[src/rtl/pipeline_pkg.sv]
// Shared definitions for the pipeline hazard sequencer.
// Holds the FSM state encoding and the hard-wired zero register index.
package pipeline_pkg;

   typedef enum logic {
      RUN      = 1'b0,
      MEM_WAIT = 1'b1
   } state_t;

   localparam logic [4:0] REG_ZERO = 5'd0;

endpackage

[src/rtl/sat_counter.sv]
// Up-counter that sticks at all-ones. Clear has priority over increment.
module sat_counter #(
   parameter int W = 8
) (
   input  logic         clk,
   input  logic         rst_n,
   input  logic         inc,
   input  logic         clr,
   output logic [W-1:0] count
);

   always_ff @(posedge clk or negedge rst_n) begin
      if (!rst_n) begin
         count <= '0;
      end else if (clr) begin
         count <= '0;
      end else if (inc && (count != {W{1'b1}})) begin
         count <= count + W'(1);
      end
   end

endmodule

[src/rtl/pipeline_hazard_ctrl.sv]
// Stall/flush sequencer for the 5-stage pipeline: load-use bubbles, branch
// flushes and data-memory waits, plus saturating perf counters and a timeout flag.
module pipeline_hazard_ctrl
   import pipeline_pkg::*;
#(
   parameter int CNT_W   = 16,
   parameter int TIMEOUT = 255,
   parameter int TO_W    = 8
) (
   input  logic             clk,
   input  logic             rst_n,
   input  logic [4:0]       IF_ID_Rs1,
   input  logic [4:0]       IF_ID_Rs2,
   input  logic             IF_ID_useRs1,
   input  logic             IF_ID_useRs2,
   input  logic [4:0]       ID_EX_Rd,
   input  logic             ID_EX_memRead,
   input  logic             branch_taken,
   input  logic             dmem_req,
   input  logic             dmem_ready,
   output logic             PC_write,
   output logic             IF_ID_write,
   output logic             IF_ID_flush,
   output logic             ID_EX_write,
   output logic             ID_EX_flush,
   output logic             EX_MEM_write,
   output logic             MEM_WB_bubble,
   output logic [CNT_W-1:0] stall_cycles,
   output logic [CNT_W-1:0] flush_count,
   output logic             mem_timeout,
   output state_t           fsm_state
);

   state_t          state, next_state;
   logic            mem_stall;
   logic            load_use;
   logic            wait_inc, wait_clr;
   logic            timeout_hit;
   logic [TO_W-1:0] wait_cnt;

   assign mem_stall = dmem_req & ~dmem_ready;

   assign load_use = ID_EX_memRead && (ID_EX_Rd != REG_ZERO) &&
                     ((IF_ID_useRs1 && (IF_ID_Rs1 == ID_EX_Rd)) ||
                      (IF_ID_useRs2 && (IF_ID_Rs2 == ID_EX_Rd)));

   always_ff @(posedge clk or negedge rst_n) begin
      if (!rst_n) begin
         state <= RUN;
      end else begin
         state <= next_state;
      end
   end

   // Control outputs are purely combinational; reset forcing overrides everything.
   always_comb begin
      next_state    = mem_stall ? MEM_WAIT : RUN;
      PC_write      = 1'b1;
      IF_ID_write   = 1'b1;
      IF_ID_flush   = 1'b0;
      ID_EX_write   = 1'b1;
      ID_EX_flush   = 1'b0;
      EX_MEM_write  = 1'b1;
      MEM_WB_bubble = 1'b0;
      if (!rst_n) begin
         next_state    = RUN;
         PC_write      = 1'b0;
         IF_ID_write   = 1'b0;
         ID_EX_write   = 1'b0;
         EX_MEM_write  = 1'b0;
         IF_ID_flush   = 1'b1;
         ID_EX_flush   = 1'b1;
         MEM_WB_bubble = 1'b1;
      end else if (mem_stall) begin
         PC_write      = 1'b0;
         IF_ID_write   = 1'b0;
         ID_EX_write   = 1'b0;
         EX_MEM_write  = 1'b0;
         MEM_WB_bubble = 1'b1;
      end else if (branch_taken) begin
         // The dependent instruction of any load-use match is flushed here too.
         IF_ID_flush   = 1'b1;
         ID_EX_flush   = 1'b1;
      end else if (load_use) begin
         PC_write      = 1'b0;
         IF_ID_write   = 1'b0;
         ID_EX_flush   = 1'b1;
      end
   end

   assign wait_inc    = (state == MEM_WAIT) && mem_stall;
   assign wait_clr    = (state == MEM_WAIT) && !mem_stall;
   assign timeout_hit = (TIMEOUT != 0) && wait_inc && (int'(wait_cnt) >= TIMEOUT - 1);

   always_ff @(posedge clk or negedge rst_n) begin
      if (!rst_n) begin
         mem_timeout <= 1'b0;
      end else if (timeout_hit) begin
         mem_timeout <= 1'b1;
      end
   end

   sat_counter #(.W(TO_W)) u_wait_cnt (
      .clk   (clk),
      .rst_n (rst_n),
      .inc   (wait_inc),
      .clr   (wait_clr),
      .count (wait_cnt)
   );

   sat_counter #(.W(CNT_W)) u_stall_cnt (
      .clk   (clk),
      .rst_n (rst_n),
      .inc   (!PC_write),
      .clr   (1'b0),
      .count (stall_cycles)
   );

   sat_counter #(.W(CNT_W)) u_flush_cnt (
      .clk   (clk),
      .rst_n (rst_n),
      .inc   (!mem_stall && branch_taken),
      .clr   (1'b0),
      .count (flush_count)
   );

   assign fsm_state = state;

endmodule

[config.mk]
export PLATFORM = sky130hd
export DESIGN_NAME = pipeline_hazard_ctrl
export DESIGN_NICKNAME = d
export VERILOG_FILES = /design/src/rtl/pipeline_pkg.sv /design/src/rtl/sat_counter.sv /design/src/rtl/pipeline_hazard_ctrl.sv
export SDC_FILE = /design/constraint.sdc
export NUM_CORES = 1
export LEC_CHECK = 0
export CAP_MARGIN = 15
export CORE_UTILIZATION = 51
export DETAILED_ROUTE_END_ITERATION = 16
export PLACE_DENSITY = 0.85
export SYNTH_ARGS = -nofsm -noshare
export SYNTH_HDL_FRONTEND = slang
export SYNTH_SLANG_ARGS = --single-unit
[constraint.sdc]
create_clock -name clk -period 3.3 [get_ports clk]
set_input_delay 0.66 -clock clk [delete_from_list [all_inputs] [get_ports clk]]
set_output_delay 0.66 -clock clk [all_outputs]
set_load 0.1 [all_outputs]
# Word level (Yosys, flattened, before mapping)
# Cells that the tools add are included.
# word_totals
word_cells	50
ff_bits	42
input_bits	23
output_inout_bits	41
# classes
n_addsub	3
order_cmp	1
n_eq_ne	5
n_bitwise	2
n_reduce_logical	16
n_mux	18
# op_table
operator	count
$add A16 B1 Y16 const B	2
$ne A16 B16 Y1 const B	2
$mux W1	16
$mux W8	2
$logic_and A1 B1 Y1	11
$eq A5 B5 Y1	2
$add A8 B1 Y8 const B	1
$ge A8 B8 Y1 const B	1
$ne A8 B8 Y1 const B	1
$reduce_bool A5 Y1	1
$logic_not A1 Y1	2
$reduce_bool A2 Y1	1
$and A1 B1 Y1	1
$logic_or A1 B1 Y1	1
$not A1 Y1	1

# Depth between registers and ports, before layout
# Gate-level depths: netlist of the first run.
# logic_depth
ltp_word	10
depth_mapped	8

# Cells and area by module
# From an unflattened synthesis of the first run, not the netlist that was laid out.
# hier_totals
hier_cells	283
hier_area_um2	2662.6
# modules_own_cells
module	n_inst	cells_per_inst	area_per_inst_um2
sat_counter at u_flush_cnt ...	2	98	942.2
sat_counter at u_wait_cnt	1	49	464.2
pipeline_hazard_ctrl	1	38	314.1

# Least setup slack after synthesis of the first run
# No wires, ideal clock.
# synth_path
path_kind	input to output
from	in dmem_ready
to	out PC_write
t_arrival_ps	3824
setup_slack_ps	-1184
path_stages	4
path_buffers	1
required_time_ps	2640
path_cell_list	nand2b_1 nand2_1 a21oi_1 buf_4
# synth_between
elab_chain_cells	4
# synth_rtl
element	line	source
start, declared	pipeline_hazard_ctrl.sv:20	input logic dmem_ready,
$not A1 Y1	pipeline_hazard_ctrl.sv:41	assign mem_stall = dmem_req & ~dmem_ready;
$and A1 B1 Y1	pipeline_hazard_ctrl.sv:41	
$mux W1 (2 in series)	n/a	
end, declared	pipeline_hazard_ctrl.sv:21	output logic PC_write,
# No other way between the ends.

# Worst setup path after layout of the first run
# layout_path
from	in ID_EX_Rd[1]
to	out IF_ID_write
# layout_between
elab_chain_cells	8
# layout_rtl
element	line	source
start, declared	pipeline_hazard_ctrl.sv:16	input logic [4:0] ID_EX_Rd,
$eq A5 B5 Y1, on equally long branches	pipeline_hazard_ctrl.sv:44, pipeline_hazard_ctrl.sv:45	
$logic_and A1 B1 Y1, on equally long branches	pipeline_hazard_ctrl.sv:44, pipeline_hazard_ctrl.sv:45	
$logic_or A1 B1 Y1	pipeline_hazard_ctrl.sv:44	((IF_ID_useRs1 && (IF_ID_Rs1 == ID_EX_Rd)) ||
$logic_and A1 B1 Y1 (*)	pipeline_hazard_ctrl.sv:43	assign load_use = ID_EX_memRead && (ID_EX_Rd != REG_ZERO) &&
$mux W1 (*)	pipeline_hazard_ctrl.sv:84	end else if (load_use) begin
$mux W1 (*)	pipeline_hazard_ctrl.sv:80	end else if (branch_taken) begin
$mux W1 (*)	pipeline_hazard_ctrl.sv:74	end else if (mem_stall) begin
$mux W1 (*)	pipeline_hazard_ctrl.sv:65	if (!rst_n) begin
end, declared	pipeline_hazard_ctrl.sv:22	output logic IF_ID_write,
# Mark *: on every way between the ends. The rest lies on a longest branch, timed or not.

==> key figures, run 1 <==
Finish
  • Area overhead of the layout relative to synthesis: 35.6%
  • Ratio of cells with drive above 1 in the final layout: 0.221
  • Commonest non-fill, non-tap cells in the layout: 42 x dfrtp_1, 36 x buf_4, 24 x xnor2_1
  • Most common library cell in the layout ignoring fill and taps: dfrtp_1
  • Final cell area excluding filler cells: between 0.002 and 0.003 mm^2
  • Count of filler cells inserted in the layout: roughly 300
  • Area occupied by multi-input gates: between 0.001 and 0.0015 mm^2
  • NumNets Final: roughly 300
  • Total inserted antenna cells: 0
  • Flip-flop and latch area: ~0.0011 mm^2

Global routing
  • Gr usage total: 0.222
  • Met1 track utilization from global routing: 0.279
  • Overflow left after global routing: 0
  • Met3 track demand over resource: 0.0524
  • Number of global-route vias before repair: between 1500 and 2000
  • Maximum number of pins on one net before global-route repair: 39
  • Wire length of the first global-routing pass: approximately 7400 um
  • Initial antenna violation count: 0
  • Most crowded layer after global routing: met2
  • Met2 Track Usage GR: 0.375

Routing
  • Vias per inst: between 5 and 6
  • Antenna violation net count after detailed routing: 0
  • Detailed-route via count: around 1700
  • Average wire per cell in the routed design: approximately 14 um
  • Number of DRC violations after detailed-routing iteration 0: approximately 130
  • Router iterations before antenna repair: 4
  • Aggregate routed wire length: around 4600 um
  • DRC errors left: 0

Die
  • Initial cell density of the core: 0.536
  • Die outline height: just under 70 um
  • I/O pin count: between 60 and 70
  • Row count: 23
  • Area of the core region: ~0.0041 mm^2
  • Width of the die: between 60 and 70 um
  • Die Area: 0.00453 mm^2

Placed design
  • Port-buffer cells: 63
  • Placement Setup Slack: roughly 0.21 ns
  • Placed Area: 0.00285 mm^2
  • Dpl hpwl: between 3000 and 4000 um
  • Placer's final routability congestion estimate: roughly 0.80

Timing
  • Final setup violating endpoints: 0
  • Headroom to the max-slew limit: 0.692
  • Clock Skew: roughly 0.010 ns
  • Min cycle time layout: 3.09 ns
  • Final hold violations: 0
  • Share of the clock period used by the worst path after layout: 0.937
  • Number of max-slew violations in the final report: 0
  • Post-Route Setup TNS: 0 ns
  • Final worst setup slack: about 0.21 ns
  • Achievable Freq: around 320 MHz
  • Transition at the pin with the smallest max-transition slack: between 0.4 and 0.5 ns
  • RSZ-0062 raised after global routing: false

CTS
  • Number of H-tree levels: 2
  • Clock latency on the worst-skew pair: approximately 0.30 ns
  • Number of clock buffers inserted by TritonCTS: 5
  • Largest buffer count on any clock path: 2
  • Hold-fix buffers, CTS: 0
  • Root buffer cell: clkbuf_8
  • Cts repair resizes: 0
  • Post-CTS repair timing setup buffer count: 0
  • Clk pin slew, worst setup/hold paths: around 0.08 ns
  • # clock sinks: between 40 and 50
  • CTS tree: yes

Outcome
  • Run status: complete, no violations

Pwr
  • Static leakage power: 0.00129 uW
  • Worst VDD drop: about 0.00046 V
  • Total power density per cell area: between 800 and 900 mW/mm^2

Synth
  • Net Count, Synth: 233
  • Number of flip-flops and latches in the synthesized netlist: between 40 and 50
  • Per-instance average area after synthesis: about 11 um^2
  • Total standard cell area after synthesis: ~0.0022 mm^2
  • Share of synthesized registers carrying an async set or reset: 1.00
  • Share of the synthesized area in the top cell type: 0.483
  • Library cells used by synthesis: 35
  • Most area-hungry cell type in the Yosys netlist: dfrtp_1
  • Primary flip-flop cell chosen by synthesis mapping: dfrtp_1
  • Top cells by area in the synthesized netlist: dfrtp_1 48%, xnor2_1 9.7%, xor2_1 8.5%
  • Synthesis warning total: 0
  • Number of synthesized flops with an enable pin: 0
  • Gate count of the mapped netlist: roughly 200
  • Sequential-to-total area share from yosys stat: 0.483

Critical path
  • Startpoint type of the worst setup path: input port
  • Class of the most critical setup path: input port to output pin
  • Setup crit end kind: output pin
  • Required @ worst endpoint: ~2.6 ns
  • Crit path arrival time: approximately 2.4 ns
  • Top fanout value on the critical path: 4

Job
  • Max-cap check violation count: 0

Min path
  • Path category of the worst min-delay check: input port to async pin
stage by stage:
stage	hold slack (ns)	cells	utilization	total power, uW
floorplan	0.364	206	-	1760
global placement	0.454	318	0.703	2050
detailed placement	0.466	318	0.703	2080
CTS	0.189	326	0.726	2420
global route	0.191	326	0.726	2520
finish	0.197	326	0.726	2410
kinds of logic (layout without fill, tap and decap cells):
kind of cell / Yosys count / after routing / share of synthesized area
compound gates: 12 / 12 / 0.0483
xor+xnor: 45 / 45 / 0.181
fa+ha+maj: 4 / 4 / 0.0230
buf+inv: 7 / 77 / 0.0190
flops: 42 / 42 / 0.483
mux: 3 / 3 / 0.0167
simple gates: 93 / 93 / 0.228
flip-flops by register name, summed over array words and instances, names as in the netlist:
register / flops
mem_timeout: 1
fsm_state: 1
u_flush_cnt.count: 16
u_wait_cnt.count: 8
u_stall_cnt.count: 16
where the power goes:
group | internal, uW | switching, uW | leakage (uW)
sequential | 623 | 158 | 0.000527
clock | 153 | 189 | 0.0000447
combinational | 305 | 984 | 0.000722
critical path: stages:
cell and delay [ns]:
clkdlybuf4s50_1 0.46, or4_1 0.56, o21ai_2 0.18, nor2_1 0.09, a21oi_4 0.26, buf_12 0.21
layout make-up:
type	instances	share of cell area
clock buffer	5	0.0233
clock inverter	3	0.00849
inverter	4	0.00637
multi-input combinational	157	0.372
sequential	42	0.357
tap	50	0.0212
timing repair buffer	65	0.212
synth_stat cells, drive strengths merged (2+ instances only):
cell / number
nand4: 14
nor3: 8
nor4b: 3
nand3: 9
and3: 5
nand2: 23
mux2: 2
xnor2: 24
buf: 3
ha: 4
inv: 4
nor3b: 2
nor2b: 2
nand2b: 5
and4: 2
a21oi: 2
xor2: 21
nor2: 15
dfrtp: 42
o21ai: 4
and2: 2
metal layers:
layer  routed length, um  vias up
met1                2060      835
met4                  51        0
met5                   0        -
met3                 150        5
li1                    -      850
met2                2360       31
final timing paths:
check	startpoint	endpoint	slack [ns]	cells after the start
worst max-delay path	ID_EX_Rd[1]	IF_ID_write	0.21	6
worst min-delay path	rst_n	u_wait_cnt.count[1]	0.20	1
worst max register to register	u_stall_cnt.count[0]	u_stall_cnt.count[1]	1.17	7
worst min register to register	mem_timeout	mem_timeout	0.48	1
max in group asynchronous	rst_n	u_flush_cnt.count[14]	2.40	2
min in group clk	mem_timeout	mem_timeout	0.48	1
(Power assumes the default switching activity.)
==> run 2: changes to the inputs <==
--- a/config.mk
+++ b/config.mk
@@ -6,9 +6,10 @@
 export NUM_CORES = 1
 export LEC_CHECK = 0
 export CAP_MARGIN = 15
-export CORE_UTILIZATION = 51
+export CORE_UTILIZATION = 54
 export DETAILED_ROUTE_END_ITERATION = 16
-export PLACE_DENSITY = 0.85
+export PLACE_DENSITY = 0.86
 export SYNTH_ARGS = -nofsm -noshare
 export SYNTH_HDL_FRONTEND = slang
+export SYNTH_HIERARCHICAL = 1
 export SYNTH_SLANG_ARGS = --single-unit
==> run 2 against run 1 <==
Die area up 15%. Count of clock-buffer cells in the layout up 1. Largest power group is now registers. Non-clock buffer count up 2. Worst hold slack better by 0.058 ns. Clock power down 4%. Register-to-register slack worse by 0.16 ns. Total power down 55%. First-iteration DRC count up 24%. Routed wire length up 37%. Global-route usage up 3.2 points. Setup slack better by 0.036 ns.
==> key figures, run 2 <==
Outcome
  • Run status: complete, no violations

Synth
  • Number of synthesized flops with an enable pin: 0
  • Most area-hungry cell type in the Yosys netlist: dfrtp_1
  • Share of synthesized registers carrying an async set or reset: 1.00
  • Total standard cell area after synthesis: ~0.0027 mm^2
  • Gate count of the mapped netlist: roughly 280
  • Per-instance average area after synthesis: roughly 9.4 um^2
  • Synth top cells by count: 42 x dfrtp_1, 25 x a21oi_1, 16 x nand2_1
  • Share of the synthesized area in the top cell type: 0.395
  • Library cells used by synthesis: 52
  • Number of flip-flops and latches in the synthesized netlist: between 40 and 50
  • Top cells by area in the synthesized netlist: dfrtp_1 39%, a21oi_1 4.7%, o31ai_1 4.2%
  • Primary flip-flop cell chosen by synthesis mapping: dfrtp_1
  • Most instantiated library cell after synthesis: dfrtp_1
  • Synthesis warning total: 6
  • Sequential-to-total area share from yosys stat: 0.395

Critical path
  • Setup crit end kind: output pin
  • Required @ worst endpoint: 2.64 ns
  • Startpoint type of the worst setup path: input port
  • Crit path arrival time: approximately 2.4 ns
  • Top fanout value on the critical path: 3
  • Class of the most critical setup path: input port to output pin

Timing
  • Transition at the pin with the smallest max-transition slack: between 0.8 and 0.9 ns
  • Clock Skew: 0.00567 ns
  • Final hold violations: 0
  • Number of max-slew violations in the final report: 0
  • Achievable Freq: 327 MHz
  • RSZ-0062 raised after global routing: false
  • Post-Route Setup TNS: 0 ns
  • Headroom to the max-slew limit: 0.410
  • Min cycle time layout: roughly 3 ns
  • Final setup violating endpoints: 0
  • Share of the clock period used by the worst path after layout: 0.926
  • Worst Hold Margin: ~0.26 ns

Pwr
  • Static leakage power: 0.00146 uW
  • Worst VDD drop: around 0.00018 V
  • Tot Pwr: ~1100 uW
  • Total power density per cell area: roughly 320 mW/mm^2

Placed design
  • Dpl hpwl: about 4600 um
  • Placer's final routability congestion estimate: between 0.8 and 0.9
  • Port-buffer cells: 63

Global routing
  • Gr usage total: 0.254
  • Overflow left after global routing: 0
  • Maximum number of pins on one net before global-route repair: 33
  • Initial antenna violation count: 0
  • Number of global-route vias before repair: 2431
  • Wire length of the first global-routing pass: 10600 um

CTS
  • Number of clock buffers inserted by TritonCTS: 5
  • Hold-fix buffers, CTS: 0
  • Cts repair resizes: 0
  • CTS tree: yes
  • Clock latency on the worst-skew pair: around 0.29 ns
  • Largest buffer count on any clock path: 2
  • Post-CTS repair timing setup buffer count: 0
  • Root buffer cell: clkbuf_8
  • # clock sinks: 42
  • Number of H-tree levels: 2
  • Clk pin slew, worst setup/hold paths: approximately 0.080 ns

Routing
  • Antenna violation net count after detailed routing: 0
  • Detailed-route via count: roughly 2500
  • DRC errors left: 0
  • Vias per inst: approximately 6
  • Number of DRC violations after detailed-routing iteration 0: between 150 and 200
  • Router iterations before antenna repair: 4
  • Aggregate routed wire length: 6340 um
  • Average wire per cell in the routed design: between 15 and 20 um

Die
  • Die outline height: between 70 and 80 um
  • Row count: 25
  • Die Area: around 0.0052 mm^2
  • Width of the die: between 70 and 80 um
  • Area of the core region: between 0.004 and 0.005 mm^2
  • Initial cell density of the core: 0.564
  • I/O pin count: 64

Finish
  • NumNets Final: roughly 370
  • Area overhead of the layout relative to synthesis: 27.4%
  • Largest registers: u_flush_cnt/count x16, u_stall_cnt/count x16, u_wait_cnt/count x8
  • Total inserted antenna cells: 0
  • Most common library cell in the layout ignoring fill and taps: dfrtp_1
  • Ratio of cells with drive above 1 in the final layout: 0.226
  • Commonest non-fill, non-tap cells in the layout: 42 x dfrtp_1, 39 x buf_4, 25 x a21oi_1

Min path
  • Path category of the worst min-delay check: input port to async pin

Job
  • Max-cap check violation count: 0
-- run 2: layer usage --
metal	GRT usage	routed length, um	share of wire
met4	0.0588	66	0.010
met5	0	0	0
met2	0.459	3340	0.53
met3	0.0597	318	0.050
met1	0.306	2620	0.41
-- run 2: worst paths after layout --
check | cells after the start | slack, ns | endpoint | startpoint
min in group clk | 1 | 0.47 | mem_timeout | mem_timeout
max in group asynchronous | 2 | 2.31 | u_stall_cnt/count[2] | rst_n
setup / recovery | 6 | 0.24 | PC_write | ID_EX_Rd[2]
hold reg to reg | 1 | 0.47 | mem_timeout | mem_timeout
hold / removal | 1 | 0.26 | u_wait_cnt/count[4] | rst_n
setup reg to reg | 5 | 1.01 | u_flush_cnt/count[15] | u_flush_cnt/count[0]
-- run 2: cell families after synthesis --
logic type / after synthesis / share of synthesized area
AND/OR/NAND/NOR: 129 / 0.310
adder cells (fa/ha/maj): 3 / 0.0141
multiplexers: 11 / 0.0461
AO/OA/AOI/OAI: 63 / 0.158
other: 1 / 0.00141
XOR/XNOR: 10 / 0.0329
flip-flops: 42 / 0.395
buffers and inverters: 24 / 0.0428
-- run 2: worst max-delay path: stages --
cell and delay (ns):
clkdlybuf4s50_1 0.47, xor2_1 0.20, nor4_2 0.27, a32oi_1 0.19
o31a_2 0.42, buf_12 0.18
-- run 2: cell type report --
type                            count  area [um^2]
Multi-Input combinational cell    220         1510
Fill cell                         377         1330
Sequential cell                    42         1050
Timing Repair Buffer               67          628
Tap cell                           67         83.8
Clock buffer                        6         82.6
Inverter                           10         37.5
-- run 2: report_power, final --
| group | total (uW) | internal (uW) | switching [uW] |
|---|---|---|---|
| logic | 223 | 76.3 | 146 |
| registers | 534 | 523 | 11.5 |
| clock network | 328 | 162 | 166 |
-- run 2: through the flow --
step	setup WS, ns	util	cells	cell area (um^2)
2_1_floorplan	0.000769	-	286	2680
4_1_cts	0.237	0.718	412	3390
3_3_place_gp	0.148	0.701	406	3310
6_report	0.244	0.718	412	3390
3_5_place_dp	0.00522	0.701	406	3310
5_1_grt	0.0712	0.718	412	3390
